**src/rtl/cv32e40x_rf_wport_arbiter.sv**
```systemverilog
// Register-file write-port arbiter: the WB-stage result and queued XIF coprocessor results
// share one RF write port. XIF results wait in a small circular FIFO and drain in idle
// slots. A starvation counter forces a drain slot by stalling WB.
// Optional: define CV32E40X_RF_ARB_BYPASS_EN to write an accepted XIF result in the same
// cycle when the FIFO is empty and WB is idle.
module cv32e40x_rf_wport_arbiter #(
  parameter int unsigned XIF_FIFO_DEPTH = 4,
  parameter int unsigned STARVE_LIMIT   = 8,
  parameter int unsigned X_ID_WIDTH     = 4
) (
  input  logic                  clk,
  input  logic                  rst_n,
  input  logic                  pipe_we_i,
  input  logic [4:0]            pipe_waddr_i,
  input  logic [31:0]           pipe_wdata_i,
  output logic                  pipe_ready_o,
  input  logic                  xif_valid_i,
  output logic                  xif_ready_o,
  input  logic                  xif_we_i,
  input  logic [4:0]            xif_rd_i,
  input  logic [31:0]           xif_data_i,
  input  logic [X_ID_WIDTH-1:0] xif_id_i,
  output logic                  rf_we_o,
  output logic [4:0]            rf_waddr_o,
  output logic [31:0]           rf_wdata_o,
  output logic                  rf_xif_o,
  output logic [X_ID_WIDTH-1:0] rf_id_o,
  output logic                  fifo_empty_o
);

  localparam int unsigned PTR_W = $clog2(XIF_FIFO_DEPTH);
  localparam int unsigned CNT_W = PTR_W + 1;
  localparam int unsigned ST_W  = $clog2(STARVE_LIMIT + 1);

  logic [4:0]            q_rd   [XIF_FIFO_DEPTH];
  logic [31:0]           q_data [XIF_FIFO_DEPTH];
  logic [X_ID_WIDTH-1:0] q_id   [XIF_FIFO_DEPTH];

  logic [PTR_W-1:0] rd_ptr, wr_ptr, slot_off;
  logic [CNT_W-1:0] count;
  logic [ST_W-1:0]  starve_cnt;

  logic empty, full, accept, bypass, push, pop, force_drain, wb_win, rd_hazard;

  assign empty        = (count == '0);
  assign full         = (count == CNT_W'(XIF_FIFO_DEPTH));
  assign xif_ready_o  = !full;
  assign fifo_empty_o = empty;
  assign accept       = xif_valid_i && xif_ready_o && xif_we_i;
  assign force_drain  = (starve_cnt == ST_W'(STARVE_LIMIT)) && !empty;

`ifdef CV32E40X_RF_ARB_BYPASS_EN
  assign bypass = accept && empty && !pipe_we_i;
`else
  assign bypass = 1'b0;
`endif

  // A bypassed result is written directly, so it never enters the queue
  assign push = accept && !bypass;

  // Write-port grant: forced drain, then WB, then queued XIF, then bypass
  always_comb begin
    pop          = 1'b0;
    wb_win       = 1'b0;
    pipe_ready_o = 1'b1;
    rf_we_o      = 1'b0;
    rf_waddr_o   = '0;
    rf_wdata_o   = '0;
    rf_xif_o     = 1'b0;
    rf_id_o      = '0;
    if (force_drain || (!pipe_we_i && !empty)) begin
      pop          = 1'b1;
      pipe_ready_o = !force_drain;
      rf_we_o      = (q_rd[rd_ptr] != 5'd0);
      rf_waddr_o   = q_rd[rd_ptr];
      rf_wdata_o   = q_data[rd_ptr];
      rf_xif_o     = 1'b1;
      rf_id_o      = q_id[rd_ptr];
    end else if (pipe_we_i) begin
      wb_win     = 1'b1;
      rf_we_o    = 1'b1;
      rf_waddr_o = pipe_waddr_i;
      rf_wdata_o = pipe_wdata_i;
    end else if (bypass) begin
      rf_we_o    = (xif_rd_i != 5'd0);
      rf_waddr_o = xif_rd_i;
      rf_wdata_o = xif_data_i;
      rf_xif_o   = 1'b1;
      rf_id_o    = xif_id_i;
    end
  end

  // Queue pointers, occupancy and starvation counter
  always_ff @(posedge clk or negedge rst_n) begin
    if (!rst_n) begin
      rd_ptr     <= '0;
      wr_ptr     <= '0;
      count      <= '0;
      starve_cnt <= '0;
    end else begin
      if (push) wr_ptr <= wr_ptr + PTR_W'(1);
      if (pop)  rd_ptr <= rd_ptr + PTR_W'(1);
      if (push && !pop)      count <= count + CNT_W'(1);
      else if (pop && !push) count <= count - CNT_W'(1);
      if (pop || empty)
        starve_cnt <= '0;
      else if (wb_win && (starve_cnt != ST_W'(STARVE_LIMIT)))
        starve_cnt <= starve_cnt + ST_W'(1);
    end
  end

  // Queue storage; contents are only meaningful inside the occupied window
  always_ff @(posedge clk) begin
    if (push) begin
      q_rd[wr_ptr]   <= xif_rd_i;
      q_data[wr_ptr] <= xif_data_i;
      q_id[wr_ptr]   <= xif_id_i;
    end
  end

  // Detects a WB write to a non-zero rd that still has a queued XIF write
  always_comb begin
    rd_hazard = 1'b0;
    slot_off  = '0;
    for (int unsigned i = 0; i < XIF_FIFO_DEPTH; i++) begin
      slot_off = PTR_W'(i) - rd_ptr;
      if (({1'b0, slot_off} < count) && (q_rd[i] == pipe_waddr_i) && (pipe_waddr_i != 5'd0))
        rd_hazard = 1'b1;
    end
  end

`ifndef SYNTHESIS
  a_no_waw: assert property (@(posedge clk) disable iff (!rst_n) !(pipe_we_i && rd_hazard))
    else $error("WB write targets rd with a queued XIF write");
`endif

endmodule

```
**config.mk**
```make
export PLATFORM = sky130hd
export DESIGN_NAME = cv32e40x_rf_wport_arbiter
export DESIGN_NICKNAME = d
export VERILOG_FILES = /design/src/rtl/cv32e40x_rf_wport_arbiter.sv
export SDC_FILE = /design/constraint.sdc
export NUM_CORES = 1
export LEC_CHECK = 0
export CORE_MARGIN = 3
export CORE_UTILIZATION = 32
export DETAILED_ROUTE_END_ITERATION = 16
export GPL_TIMING_DRIVEN = 0
export SLEW_MARGIN = 15
export SYNTH_ARGS = -nofsm -noshare
export SYNTH_HDL_FRONTEND = slang
export SYNTH_SLANG_ARGS = --single-unit
```
**constraint.sdc**
```tcl
create_clock -name clk -period 2.38 [get_ports clk]
set_input_delay 0.476 -clock clk [delete_from_list [all_inputs] [get_ports clk]]
set_output_delay 0.476 -clock clk [all_outputs]
set_load 0.1 [all_outputs]
```
# Word-level counts from Yosys, hierarchy flattened
# Memory sizes are Yosys's and may differ from the RTL's.
# Cells that the tools add are included.
[op_classes]
add_sub_neg = 5
n_eq_ne = 3
n_mux = 16
reduce_logical = 19
[op_table]
columns = ["op", "count"]
rows = [
  ["32-bit 2-to-1 mux", 2],
  ["4-bit 2-to-1 mux", 3],
  ["5-bit 2-to-1 mux", 2],
  ["1-bit logical AND", 7],
  ["1-bit 2-to-1 mux", 7],
  ["1-bit logical NOT", 6],
  ["3-bit 2-to-1 mux", 2],
  ["5-bit nonzero test", 1],
  ["2-bit by 1-bit adder with 2-bit output (second input constant)", 2],
  ["4-bit by 1-bit adder with 4-bit output (second input constant)", 1],
  ["4-bit == test (second input constant)", 1],
  ["4-bit inequality test (second input constant)", 1],
  ["2-bit nonzero test", 2],
  ["3-bit by 1-bit adder with 3-bit output (second input constant)", 1],
  ["3-bit == test (second input constant)", 1],
  ["3-bit logical NOT", 1],
  ["3-bit by 1-bit subtractor with 3-bit output (second input constant)", 1],
  ["1-bit logical OR", 2],
]
[totals]
ff_bits = 11
ramBits = 164
wordCells = 50
n_memories = 3
[mem_list]
columns = ["memory", "words", "width", "read_ports", "rd_ports_with_merged_regs", "wr", "line_no", "text"]
rows = [
  ["q_data", 4, 32, 1, 0, 1, "36", "logic [31:0] q_data [XIF_FIFO_DEPTH];"],
  ["q_rd", 4, 5, 1, 0, 1, "35", "logic [4:0] q_rd [XIF_FIFO_DEPTH];"],
  ["q_id", 4, 4, 1, 0, 1, "37", "logic [X_ID_WIDTH-1:0] q_id [XIF_FIFO_DEPTH];"],
]

# Depth between registers and ports, before layout
# Gate-level depths: netlist (run 1).
[logic_depth]
ltp_word = 8
depth_mapped = 12
depth_no_buf = 11

# Least setup slack after synthesis (run 1)
# No wires, ideal clock.
[synth_path]
kind = "register to output"
start = "register count[0]"
end = "output port rf_we_o"
arrival_ns = 3.981
t_required_ns = 1.904
slack_ns = -2.077
stages_incl_launch_ff = 7
n_path_buf = 2
cell_sequence = "dfrtp_1 -> nor3_2 -> or2_1 -> and2_1 -> buf_2 -> buf_2 -> o21bai_1"
[synth_between]
elab_chain_len = 5
elab_cells_between_ends = 6
[synth_lines]
columns = ["item", "line_no", "text"]
rows = [
  ["from (decl)", "40", "logic [CNT_W-1:0] count;"],
  ["from (signal assigned)", "103", "if (push && !pop) count <= count + CNT_W'(1);"],
  ["from (signal assigned)", "104", "else if (pop && !push) count <= count - CNT_W'(1);"],
  ["3-bit logical NOT *", "45", "assign empty = (count == '0);"],
  ["net fifo_empty_o", "28", "output logic fifo_empty_o"],
  ["1-bit logical NOT *", "50, 71", ""],
  ["1-bit logical AND, on equally long branches", "50, 71", ""],
  ["1-bit logical OR *", "71", "if (force_drain || (!pipe_we_i && !empty)) begin"],
  ["1-bit 2-to-1 mux *", "71", ""],
  ["to (decl)", "23", "output logic rf_we_o,"],
]
# The timed path passes the listed nets; every way through them passes the cells marked *.

# Worst setup path in the final report (run 1)
[layout_path]
start = "register rd_ptr[0]"
end = "output port rf_we_o"
[layout_between]
elab_chain_len = 3
[layout_lines]
columns = ["item", "line_no", "text"]
rows = [
  ["from (decl)", "39", "logic [PTR_W-1:0] rd_ptr, wr_ptr, slot_off;"],
  ["from (signal assigned)", "102", "if (pop) rd_ptr <= rd_ptr + PTR_W'(1);"],
  ["memory 4 x 5 bit", "--", ""],
  ["5-bit nonzero test", "74", "rf_we_o = (q_rd[rd_ptr] != 5'd0);"],
  ["1-bit 2-to-1 mux", "71", ""],
]
# Every way passes these cells.

==> results by group, run 1 <==
Run status
  – Outcome: finished with violations
  – Failing checks: negative setup slack

CTS
  – Clock buffer depth: 2
  – Clock slew at the register clock pins of the worst setup and hold paths: 0.06 ns
  – H-tree Lvls: 4
  – CTS tree: yes
  – Skew-Pair Late Insertion Delay: 0.42 ns
  – Cts bufs inserted: 17
  – Clock sink count: 175
  – Clock root buffer: clkbuf_16

Timing
  – Final setup violation count: 44
  – Max Slew Vio Count: 0
  – Slew @ Worst Pin: 0.9600 ns
  – Minimum clock period: 2.827 ns
  – Slew headroom: 36.25%
  – RSZ-0062 raised after global routing: true
  – Final setup margin: -0.4468 ns
  – Hold WS: 0.3969 ns
  – Max Fclk: 353.8 MHz
  – Fin crit share: 118.8%
  – Clk_skew: 0.008497 ns
  – Fin. Hold Viols: 0

Power and ir drop
  – Static Leak: 0.003635 uW
  – Sw Ratio: 37.37%
  – Internal power: 7932 uW
  – Seq pwr share: 30.8%
  – Comb power frac: 48.9%
  – Peak VDD IR: 0.6395 mV
  – Clk pwr share: 20.4%
  – Pwr Density: 1224 nW/um2
  – Sw power: 4734 uW

Min path
  – Min-delay worst type: in2async

Critical path
  – Register-to-Register Setup Slack: 0 ns
  – Reg-to-Reg Start: starve_cnt[0]
  – Reg2Reg Capture Point: count[1]
  – Worst Reg-to-Reg Cells: 12
  – WS Path Type: reg2out
  – Startpoint types: flip-flop
  – Worst Setup End Kind: primary output
  – CP required: 1.90 ns
  – CP Data Arrival Time: 2.35 ns
  – Crit path from: rd_ptr[0]
  – Crit path max fanout: 6

Floorplanning
  – Die Span Y: 153.1 um
  – I/O Pins: 129
  – Die Width: 153.1 um
  – Full die area: 23430 um2
  – Core box area: 21150 um2
  – Cell Rows: 53
  – Initial Util: 32.71%

GRT
  – Pin count of the biggest net entering global routing: 42
  – Initial antenna violation count: 1
  – GRT Util Overall: 13.83%
  – First-pass GRT wire length: 24360 um
  – Vias in the first global route: 4240
  – Total gr overflow: 0

Logic synthesis
  – Post-synthesis sequential area ratio: 75.14%
  – Synthesized area per cell: 21.36 um2
  – Leading post-synthesis cells by cell area: edfxtp_1 71%, mux4_2 13%, a22o_1 4.7%, dfrtp_1 4.0%, ha_1 1.3%
  – EDFF count, synth: 164
  – Netlist cell types: 27
  – Syn Nets: 415
  – Ys async rst share: 6.286%
  – Cell count after synthesis: 324
  – Post-synth top cells: 164 x edfxtp_1, 41 x mux4_2, 37 x a22o_1, 11 x dfrtp_1
  – Area leader, netlist: edfxtp_1
  – Yosys top cell area share: 71.16%
  – Number of synthesized register bits: 175
  – Most frequent cell after synthesis: edfxtp_1
  – Dominant synthesized flop cell: edfxtp_1
  – Synthesis Warnings: 0
  – Cell Area, Synth: 6920 um2

Finish
  – Diodes inserted: 0
  – Share of post-route cells with drive strength above 1: 43.00%
  – Nets: 592
  – Syn-to-layout area delta: 49.54%
  – Final std cell area, no fill: 10350 um2
  – Fin cells: 789

Placement
  – DP Cell Count: 727
  – Post-Place Worst Slack: -1.907 ns
  – HPWL Detailed: 9421 um
  – Routability cong.: 0.7084
  – DP Area: 8961 um2
  – IO buf count: 128

Routing
  – DRT iter0 DRCs: 121
  – WL/cell: 19.81 um
  – Post-DRT Antenna Nets: 0
  – DR pass1 iterations: 4
  – Total number of vias: 3821
  – DRC errors left: 0
  – Post-Route WL: 15630 um
  – Via density: 4.843

Run
  – MaxCap Viol Count: 0
-- worst max-delay path, cell delays in order, from the launching register on --
cell	delay (ns)
dfrtp_1	0.34
buf_6	0.13
mux4_2	0.52
or4_4	0.58
nor2_4	0.12
o21bai_4	0.07
buf_12	0.17
-- timing repair --
action	CTS	global route
setup endpoints to repair	48	47
gates cloned	4	0
pin swaps	9	11
resized for setup	430	20
hold buffers	0	0
setup buffers	24	8
-- flip-flops by register name, indices dropped and copies added (netlist names) --
register    cells
q_data        128
q_rd           20
q_id           16
starve_cnt      4
count           3
rd_ptr          2
wr_ptr          2
-- metrics by stage --
| stage | power, uW | TNS (ns) | utilization (%) |
|---|---|---|---|
| finish | 12670 | -14.95 | 48.92 |
| global route | 13230 | -20.02 | 48.92 |
| CTS | 12730 | -15.69 | 48.88 |
| detailed placement | 9067 | -88.79 | 42.36 |
| global placement | 8985 | -141.73 | 42.34 |
| floorplan | 7880 | -65.79 | - |
-- cell usage in the layout, fill, tap and decap left out, types with 2 or more instances in the layout --
cell type        count
clkbuf_1             3
buf_4               15
xor2_1               4
buf_8                3
a22o_4              37
edfxtp_1           164
nand2_1              2
dfrtp_2              3
buf_12              44
buf_6               20
clkdlybuf4s50_1     82
clkbuf_4             2
and2_4               9
xnor2_1              4
clkbuf_8             2
inv_6                2
clkinv_1             3
dfrtp_1              8
inv_1                6
mux4_2              41
buf_16               2
clkbuf_16           17
nor2_1               6
nand3b_1             2
ha_1                 5
clkinvlp_4           4
buf_2                4
-- how the worst max path moves through the flow --
stage | to | slack, ns | cells after the start
detailed placement | rf_wdata_o[15] | -1.91 | 5
global route | rf_we_o | -0.56 | 6
finish | rf_we_o | -0.45 | 6
CTS | rf_we_o | -0.49 | 6
floorplan | rf_wdata_o[10] | -0.76 | 6
global placement | rf_wdata_o[7] | -1.92 | 5
-- power groups by stage --
| stage | sequential (uW) | combinational (uW) | clock, uW |
|---|---|---|---|
| after floorplan | 3930 | 3950 | 0 |
| after global placement | 3950 | 5030 | 0 |
| after detailed placement | 3970 | 5100 | 0 |
| after CTS | 3900 | 6190 | 2640 |
| after global routing | 3930 | 6520 | 2780 |
| final | 3900 | 6190 | 2580 |
-- cell families (layout without fill, tap and decap cells) --
family,after synthesis,in the layout,synth area share [%]
compound gates,39,39,4.863
xor+xnor,8,8,1.012
fa+ha+maj,8,8,1.555
buf+inv,26,216,1.736
flops,175,175,75.14
mux,43,43,13.67
simple gates,25,25,2.025
-- routing by layer --
layer,wire [um],GRT usage [%]
met1,6377,16.63
met2,8321,24.55
met3,671,3.624
met4,238,3.946
met5,18,0
-- cell type report --
cell class,instances,area (um2)
Sequential cell,175,5204
Timing Repair Buffer,160,2002
Clock buffer,19,432.9
Clock inverter,13,113.9
Buffer,17,219.0
Inverter,7,26.28
Multi-Input combinational cell,123,2007
Fill cell,1741,10810
Tap cell,275,344.1
No activity file was read; power rests on OpenSTA's default activity.
==> run 2, diff against run 1 <==
--- a/config.mk
+++ b/config.mk
@@ -13,3 +13,4 @@
 export SYNTH_ARGS = -nofsm -noshare
 export SYNTH_HDL_FRONTEND = slang
 export SYNTH_SLANG_ARGS = --single-unit
+export TNS_END_PERCENT = 100
==> constraint.sdc (replaced) <==
create_clock -name clk -period 2.3 [get_ports clk]
set_input_delay 0.46 -clock clk [delete_from_list [all_inputs] [get_ports clk]]
set_output_delay 0.46 -clock clk [all_outputs]
set_load 0.1 [all_outputs]
==> results by group, run 2 (synthesis gave the netlist of run 1 again) <==
Run status
  – Outcome: finished with violations
  – Failing checks: negative setup slack

Critical path
  – Reg2Reg Capture Point: count[1]
  – CP Data Arrival Time: 2.35 ns (about the same)
  – CP required: 1.84 ns (-0.06 ns)
  – WS Path Type: reg2out
  – Worst Reg-to-Reg Cells: 12 (unchanged)
  – CP max-delay cell: or4_4
  – Cell family with most CP delay: simple AND/OR/NAND/NOR gates
  – Cells along the critical path: buf_6, mux4_2, or4_4, nor2_4, o21bai_4, buf_12
  – Startpoint types: flip-flop
  – Crit path depth: 6 (unchanged)
  – Crit path max fanout: 6 (unchanged)
  – Slowest stage delay, CP: 0.58 ns (about the same)
  – Worst Setup End Kind: primary output
  – Register-to-Register Setup Slack: -0.06 ns (-0.06 ns)
  – Buf/Inv on CP: 2 (unchanged)
  – Reg-to-Reg Start: starve_cnt[0]

Power and ir drop
  – Pwr Density: 1267 nW/um2 (+3.5%)
  – Peak VDD IR: 0.6616 mV (+3.5%)
  – Static Leak: 0.003647 uW (+0.34%)

Finish
  – Nets: 593 (+0.17%)
  – Commonest non-fill, non-tap cell in the layout: edfxtp_1
  – Diodes inserted: 0 (unchanged)
  – Share of post-route cells with drive strength above 1: 43.50% (+0.50 points)
  – Largest register FFs: 128 (unchanged)
  – Regs by FF count: q_data x128, q_rd x20, q_id x16
  – Syn-to-layout area delta: 49.77%
  – Commonest non-fill, non-tap cells in the layout: 164 x edfxtp_1, 82 x clkdlybuf4s50_1, 44 x buf_12
  – Largest reg by FF count: q_data
  – # fillers: 1739 (-0.11%)

Min path
  – Min-delay worst type: in2async

Timing
  – Slew @ Worst Pin: 0.6972 ns (-0.2628 ns)
  – Fin. Hold Viols: 0 (unchanged)
  – Clk_skew: 0.008463 ns (-0.00003347 ns)
  – RSZ-0062 raised after global routing: true
  – Max Slew Vio Count: 0 (unchanged)
  – Fin crit share: 122.3%
  – Slew headroom: 53.52% (+17 points)
  – Hold WS: 0.3800 ns (-0.01696 ns)
  – Final setup violation count: 44 (unchanged)
  – Max Fclk: 355.6 MHz
  – Minimum clock period: 2.812 ns
  – Final setup margin: -0.5120 ns (-0.06522 ns)

GRT
  – Met2 Use GR: 24.63% (+0.084 points)
  – Pin count of the biggest net entering global routing: 42 (unchanged)
  – Vias in the first global route: 4249 (+0.21%)
  – Routing usage on met1: 16.61% (-0.019 points)
  – GRT Util Overall: 13.84% (+0.018 points)
  – GR peak layer: met2
  – Initial antenna violation count: 1 (unchanged)
  – First-pass GRT wire length: 24400 um (+0.14%)
  – Total gr overflow: 0 (unchanged)
  – Met3 Usage GRT: 3.624% (unchanged)

CTS
  – Clock buffer depth: 2 (unchanged)
  – Cts bufs inserted: 17 (unchanged)
  – Skew-Pair Late Insertion Delay: 0.42 ns (about the same)
  – Clock sink count: 175 (unchanged)
  – Cts hold-fix bufs: 0 (unchanged)
  – H-tree Lvls: 4 (unchanged)
  – Clock slew at the register clock pins of the worst setup and hold paths: 0.06 ns (about the same)
  – Clock root buffer: clkbuf_16
  – CTS tree: yes

Placement
  – IO buf count: 128 (unchanged)
  – HPWL Detailed: 9421 um (unchanged)
  – Post-Place Worst Slack: -1.955 ns (-0.04800 ns)
  – Routability cong.: 0.7084 (unchanged)

Routing
  – DR pass1 iterations: 4 (unchanged)
  – DRT iter0 DRCs: 97 (-20%)
  – WL/cell: 19.81 um (about the same)
  – Post-Route WL: 15650 um (+0.15%)
  – Via density: 4.824 (-0.39%)
  – Total number of vias: 3811 (-0.26%)
  – DRC errors left: 0 (unchanged)
  – Post-DRT Antenna Nets: 0 (unchanged)

Floorplanning
  – Die Width: 153.1 um (unchanged)
  – Initial Util: 32.71% (unchanged)
  – I/O Pins: 129 (unchanged)
  – Die Span Y: 153.1 um (unchanged)
  – Cell Rows: 53 (unchanged)
  – Full die area: 23430 um2 (unchanged)
  – Core box area: 21150 um2 (unchanged)

Run
  – MaxCap Viol Count: 0 (unchanged)
-- run 2: worst max path at each step --
stage / start / end / slack (ns)
floorplan: count[0] / rf_wdata_o[10] / -0.82
global placement: pipe_we_i / rf_wdata_o[7] / -1.96
detailed placement: pipe_we_i / rf_wdata_o[15] / -1.96
CTS: rd_ptr[0] / rf_we_o / -0.56
global route: rd_ptr[0] / rf_we_o / -0.62
finish: rd_ptr[0] / rf_we_o / -0.51
-- run 2: report_power, final --
part / internal, uW / switching [uW]
registers: 3900 / 125
clock network: 1490 / 1180
logic: 2830 / 3600
-- run 2: timing repair --
action | 4_1_cts | 5_1_grt
setup endpoints to repair | 49 | 211
gates resized for setup | 438 | 16
setup buffers | 25 | 9
cloned | 4 | 0
pin swaps | 10 | 10
-- run 2: layout make-up --
type	count	area, um2	area share (%)
flip-flops and latches	175	5202	50.19
multi-input cells	123	2007	19.36
plain buffers	16	215.2	2.076
inverters	7	26.28	0.2535
well taps	275	344.1	3.320
repair buffers	162	2023	19.52
clock inverters	13	113.9	1.099
clock buffers	19	432.9	4.177
-- run 2: metal layers --
metal  wire length, um  vias up
li1                  -     1702
met1              6394     1984
met2              8364      102
met3               671       21
met4               201        2
met5                18        -
-- run 2: per-stage QoR --
stage / std cells / area, um2 / TNS [ns] / util, % / total power (uW)
6_report: 790 / 10360 / -17.76 / 49.00 / 13130
3_3_place_gp: 727 / 8956 / -154.62 / 42.34 / 9298
3_5_place_dp: 727 / 8961 / -101.68 / 42.36 / 9383
5_1_grt: 790 / 10360 / -22.89 / 49.00 / 13720
4_1_cts: 788 / 10370 / -18.47 / 49.01 / 13220
2_1_floorplan: 324 / 7331 / -81.88 / - / 8154
==> run 3, diff against run 2 <==
--- a/config.mk
+++ b/config.mk
@@ -6,9 +6,10 @@
 export NUM_CORES = 1
 export LEC_CHECK = 0
 export CORE_MARGIN = 3
-export CORE_UTILIZATION = 32
+export CORE_UTILIZATION = 47
 export DETAILED_ROUTE_END_ITERATION = 16
 export GPL_TIMING_DRIVEN = 0
+export PLACE_DENSITY = 0.76
 export SLEW_MARGIN = 15
 export SYNTH_ARGS = -nofsm -noshare
 export SYNTH_HDL_FRONTEND = slang
==> results by group, run 3 (synthesis gave the netlist of run 1 again) <==
Power and ir drop
  – Clk pwr share: 20.5% (about the same)
  – Comb power frac: 47.7% (-1.3 points)
  – Pwr Density: 1258 nW/um2 (-0.70%)
  – Sw Ratio: 37.05% (-0.32 points)
  – Internal power: 8023 uW (-2.5%)
  – Peak VDD IR: 0.7240 mV (+9.4%)
  – Sw power: 4722 uW (-3.8%)
  – Seq pwr share: 31.7% (+1.0 points)
  – Static Leak: 0.003593 uW (-1.5%)

Run
  – MaxCap Viol Count: 0 (unchanged)

Routing
  – Via density: 5.517 (+14%)
  – Total number of vias: 3757 (-1.4%)
  – DRT iter0 DRCs: 247 (+150%)
  – WL/cell: 21.98 um (+11%)
  – DRC errors left: 0 (unchanged)
  – Post-Route WL: 14970 um (-4.4%)
  – Post-DRT Antenna Nets: 0 (unchanged)
  – DR pass1 iterations: 4 (unchanged)

Placement
  – HPWL Detailed: 8690 um (-7.8%)
  – Post-Place Worst Slack: -1.924 ns (+0.03083 ns)
  – IO buf count: 128 (unchanged)
  – DP Cell Count: 632 (-13%)
  – Routability cong.: 0.7170 (+1.2%)
  – DP Area: 8837 um2 (-1.4%)

CTS
  – CTS tree: yes
  – Clock buffer depth: 2 (unchanged)
  – Cts hold-fix bufs: 0 (unchanged)
  – Clock root buffer: clkbuf_16
  – Skew-Pair Late Insertion Delay: 0.41 ns (about the same)
  – H-tree Lvls: 4 (unchanged)
  – Clock sink count: 175 (unchanged)
  – Clock slew at the register clock pins of the worst setup and hold paths: 0.06 ns (about the same)
  – Cts bufs inserted: 17 (unchanged)

Timing
  – Max Fclk: 353.0 MHz (-0.73%)
  – Clk_skew: 0.002989 ns (-0.005474 ns)
  – Hold WS: 0.4166 ns (+0.03659 ns)
  – Fin crit share: 123.2% (+0.90 points)
  – RSZ-0062 raised after global routing: true
  – Final setup violation count: 46 (+4.5%)
  – Slew @ Worst Pin: 0.9645 ns (+0.2673 ns)
  – Max Slew Vio Count: 0 (unchanged)
  – Fin. Hold Viols: 0 (unchanged)
  – Slew headroom: 35.96% (-18 points)
  – Final setup margin: -0.5326 ns (-0.02062 ns)
  – Minimum clock period: 2.833 ns (+0.02062 ns)

Finish
  – Largest reg by FF count: q_data
  – Commonest non-fill, non-tap cells in the layout: 164 x edfxtp_1, 82 x clkdlybuf4s50_1, 44 x buf_12
  – Share of post-route cells with drive strength above 1: 41.12% (-2.4 points)
  – Largest register FFs: 128 (unchanged)
  – Sequential Area: 5201 um2 (about the same)
  – Multi-input gate area: 2034 um2 (+1.4%)
  – Core Util, Final: 71.58% (+23 points)
  – Syn-to-layout area delta: 46.36%
  – Commonest non-fill, non-tap cell in the layout: edfxtp_1
  – Final std cell area, no fill: 10130 um2 (-2.3%)
  – Regs by FF count: q_data x128, q_rd x20, q_id x16
  – Fin cells: 681 (-14%)
  – # fillers: 858 (-51%)
  – Diodes inserted: 0 (unchanged)
  – Nets: 582 (-1.9%)

Run status
  – Failing checks: negative setup slack
  – Outcome: finished with violations

Critical path
  – CP Data Arrival Time: 2.37 ns (+0.02 ns)
  – Crit path max fanout: 7 (+1)
  – Reg-to-Reg Start: starve_cnt[1]
  – Worst Reg-to-Reg Cells: 13 (+1)
  – Reg2Reg Capture Point: count[1]
  – Startpoint types: flip-flop
  – CP required: 1.84 ns (about the same)
  – Worst Setup End Kind: primary output
  – Register-to-Register Setup Slack: -0.17 ns (-0.11 ns)
  – WS Path Type: reg2out

Floorplanning
  – Full die area: 16220 um2 (-31%)
  – Initial Util: 48.91% (+16 points)
  – Die Span Y: 127.3 um (-17%)
  – I/O Pins: 129 (unchanged)
  – Cell Rows: 43 (-19%)
  – Core box area: 14150 um2 (-33%)
  – Die Width: 127.3 um (-17%)

GRT
  – First-pass GRT wire length: 22730 um (-6.8%)
  – GRT Util Overall: 18.94% (+5.1 points)
  – Vias in the first global route: 4060 (-4.4%)
  – Pin count of the biggest net entering global routing: 42 (unchanged)
  – Total gr overflow: 0 (unchanged)
  – Initial antenna violation count: 0 (-1)

Min path
  – Min-delay worst type: in2async
run 3: cell count changes in the layout (fill, tap and decap cells not counted), moves of 2 or more:
cell / previous run / this run
buf_6: 20 / 8
and2_2: 0 / 2
inv_6: 2 / 0
clkbuf_16: 17 / 19
clkinv_1: 3 / 5
buf_4: 18 / 13
clkbuf_8: 2 / 0
clkinvlp_4: 4 / 2
run 3: metal layers:
metal  vias up  global-route usage (%)  share of wire, %
met5         -                       0                 0
met1      1922                   24.13                39
met2       128                   32.27                54
li1       1685                       -                 -
met3        22                   4.390               6.0
met4         0                   6.435               1.8
run 3: power by group through the flow:
stage	Clock, uW	Sequential (uW)	Combinational, uW
finish	2620	4050	6080
global route	2820	4080	6370
CTS	2670	4050	6000
detailed placement	0	4120	5190
global placement	0	4090	5140
floorplan	0	4070	4080
run 3: critical path, stage by stage (launching register included):
cell and delay (ns):
dfrtp_1 0.34, buf_6 0.14, mux4_2 0.52, or4_4 0.59
nor2_4 0.13, o21bai_4 0.07, buf_12 0.17
run 3: worst max-delay path by stage:
stage	from	end	slack [ns]	cells past startpoint
floorplan	count[0]	rf_wdata_o[10]	-0.82	6
global placement	pipe_we_i	rf_wdata_o[17]	-1.85	5
detailed placement	pipe_we_i	rf_wdata_o[17]	-1.92	5
CTS	rd_ptr[0]	rf_we_o	-0.57	6
global route	rd_ptr[0]	rf_we_o	-0.61	6
finish	rd_ptr[0]	rf_we_o	-0.53	6
run 3: timing repair:
item	4_1_cts	5_1_grt
setup buffers	13	1
setup endpoints to repair	213	134
gates cloned	3	4
pin swaps	6	5
resized for setup	416	28
run 3: cell type report:
| cell class | instances | share of cell area, % |
|---|---|---|
| Buffer | 19 | 2.273 |
| Inverter | 7 | 0.2841 |
| Clock inverter | 10 | 0.9759 |
| Multi-Input combinational cell | 126 | 20.09 |
| Tap cell | 180 | 2.224 |
| Clock buffer | 19 | 4.274 |
| Sequential cell | 175 | 51.35 |
| Timing Repair Buffer | 145 | 18.53 |
run 3: per-stage QoR:
step                      power, uW  TNS (ns)
final                         12740    -18.91
after floorplan                8154    -81.88
after global routing          13270    -22.52
after global placement         9227   -144.08
after detailed placement       9307   -151.55
after CTS                     12720    -20.31
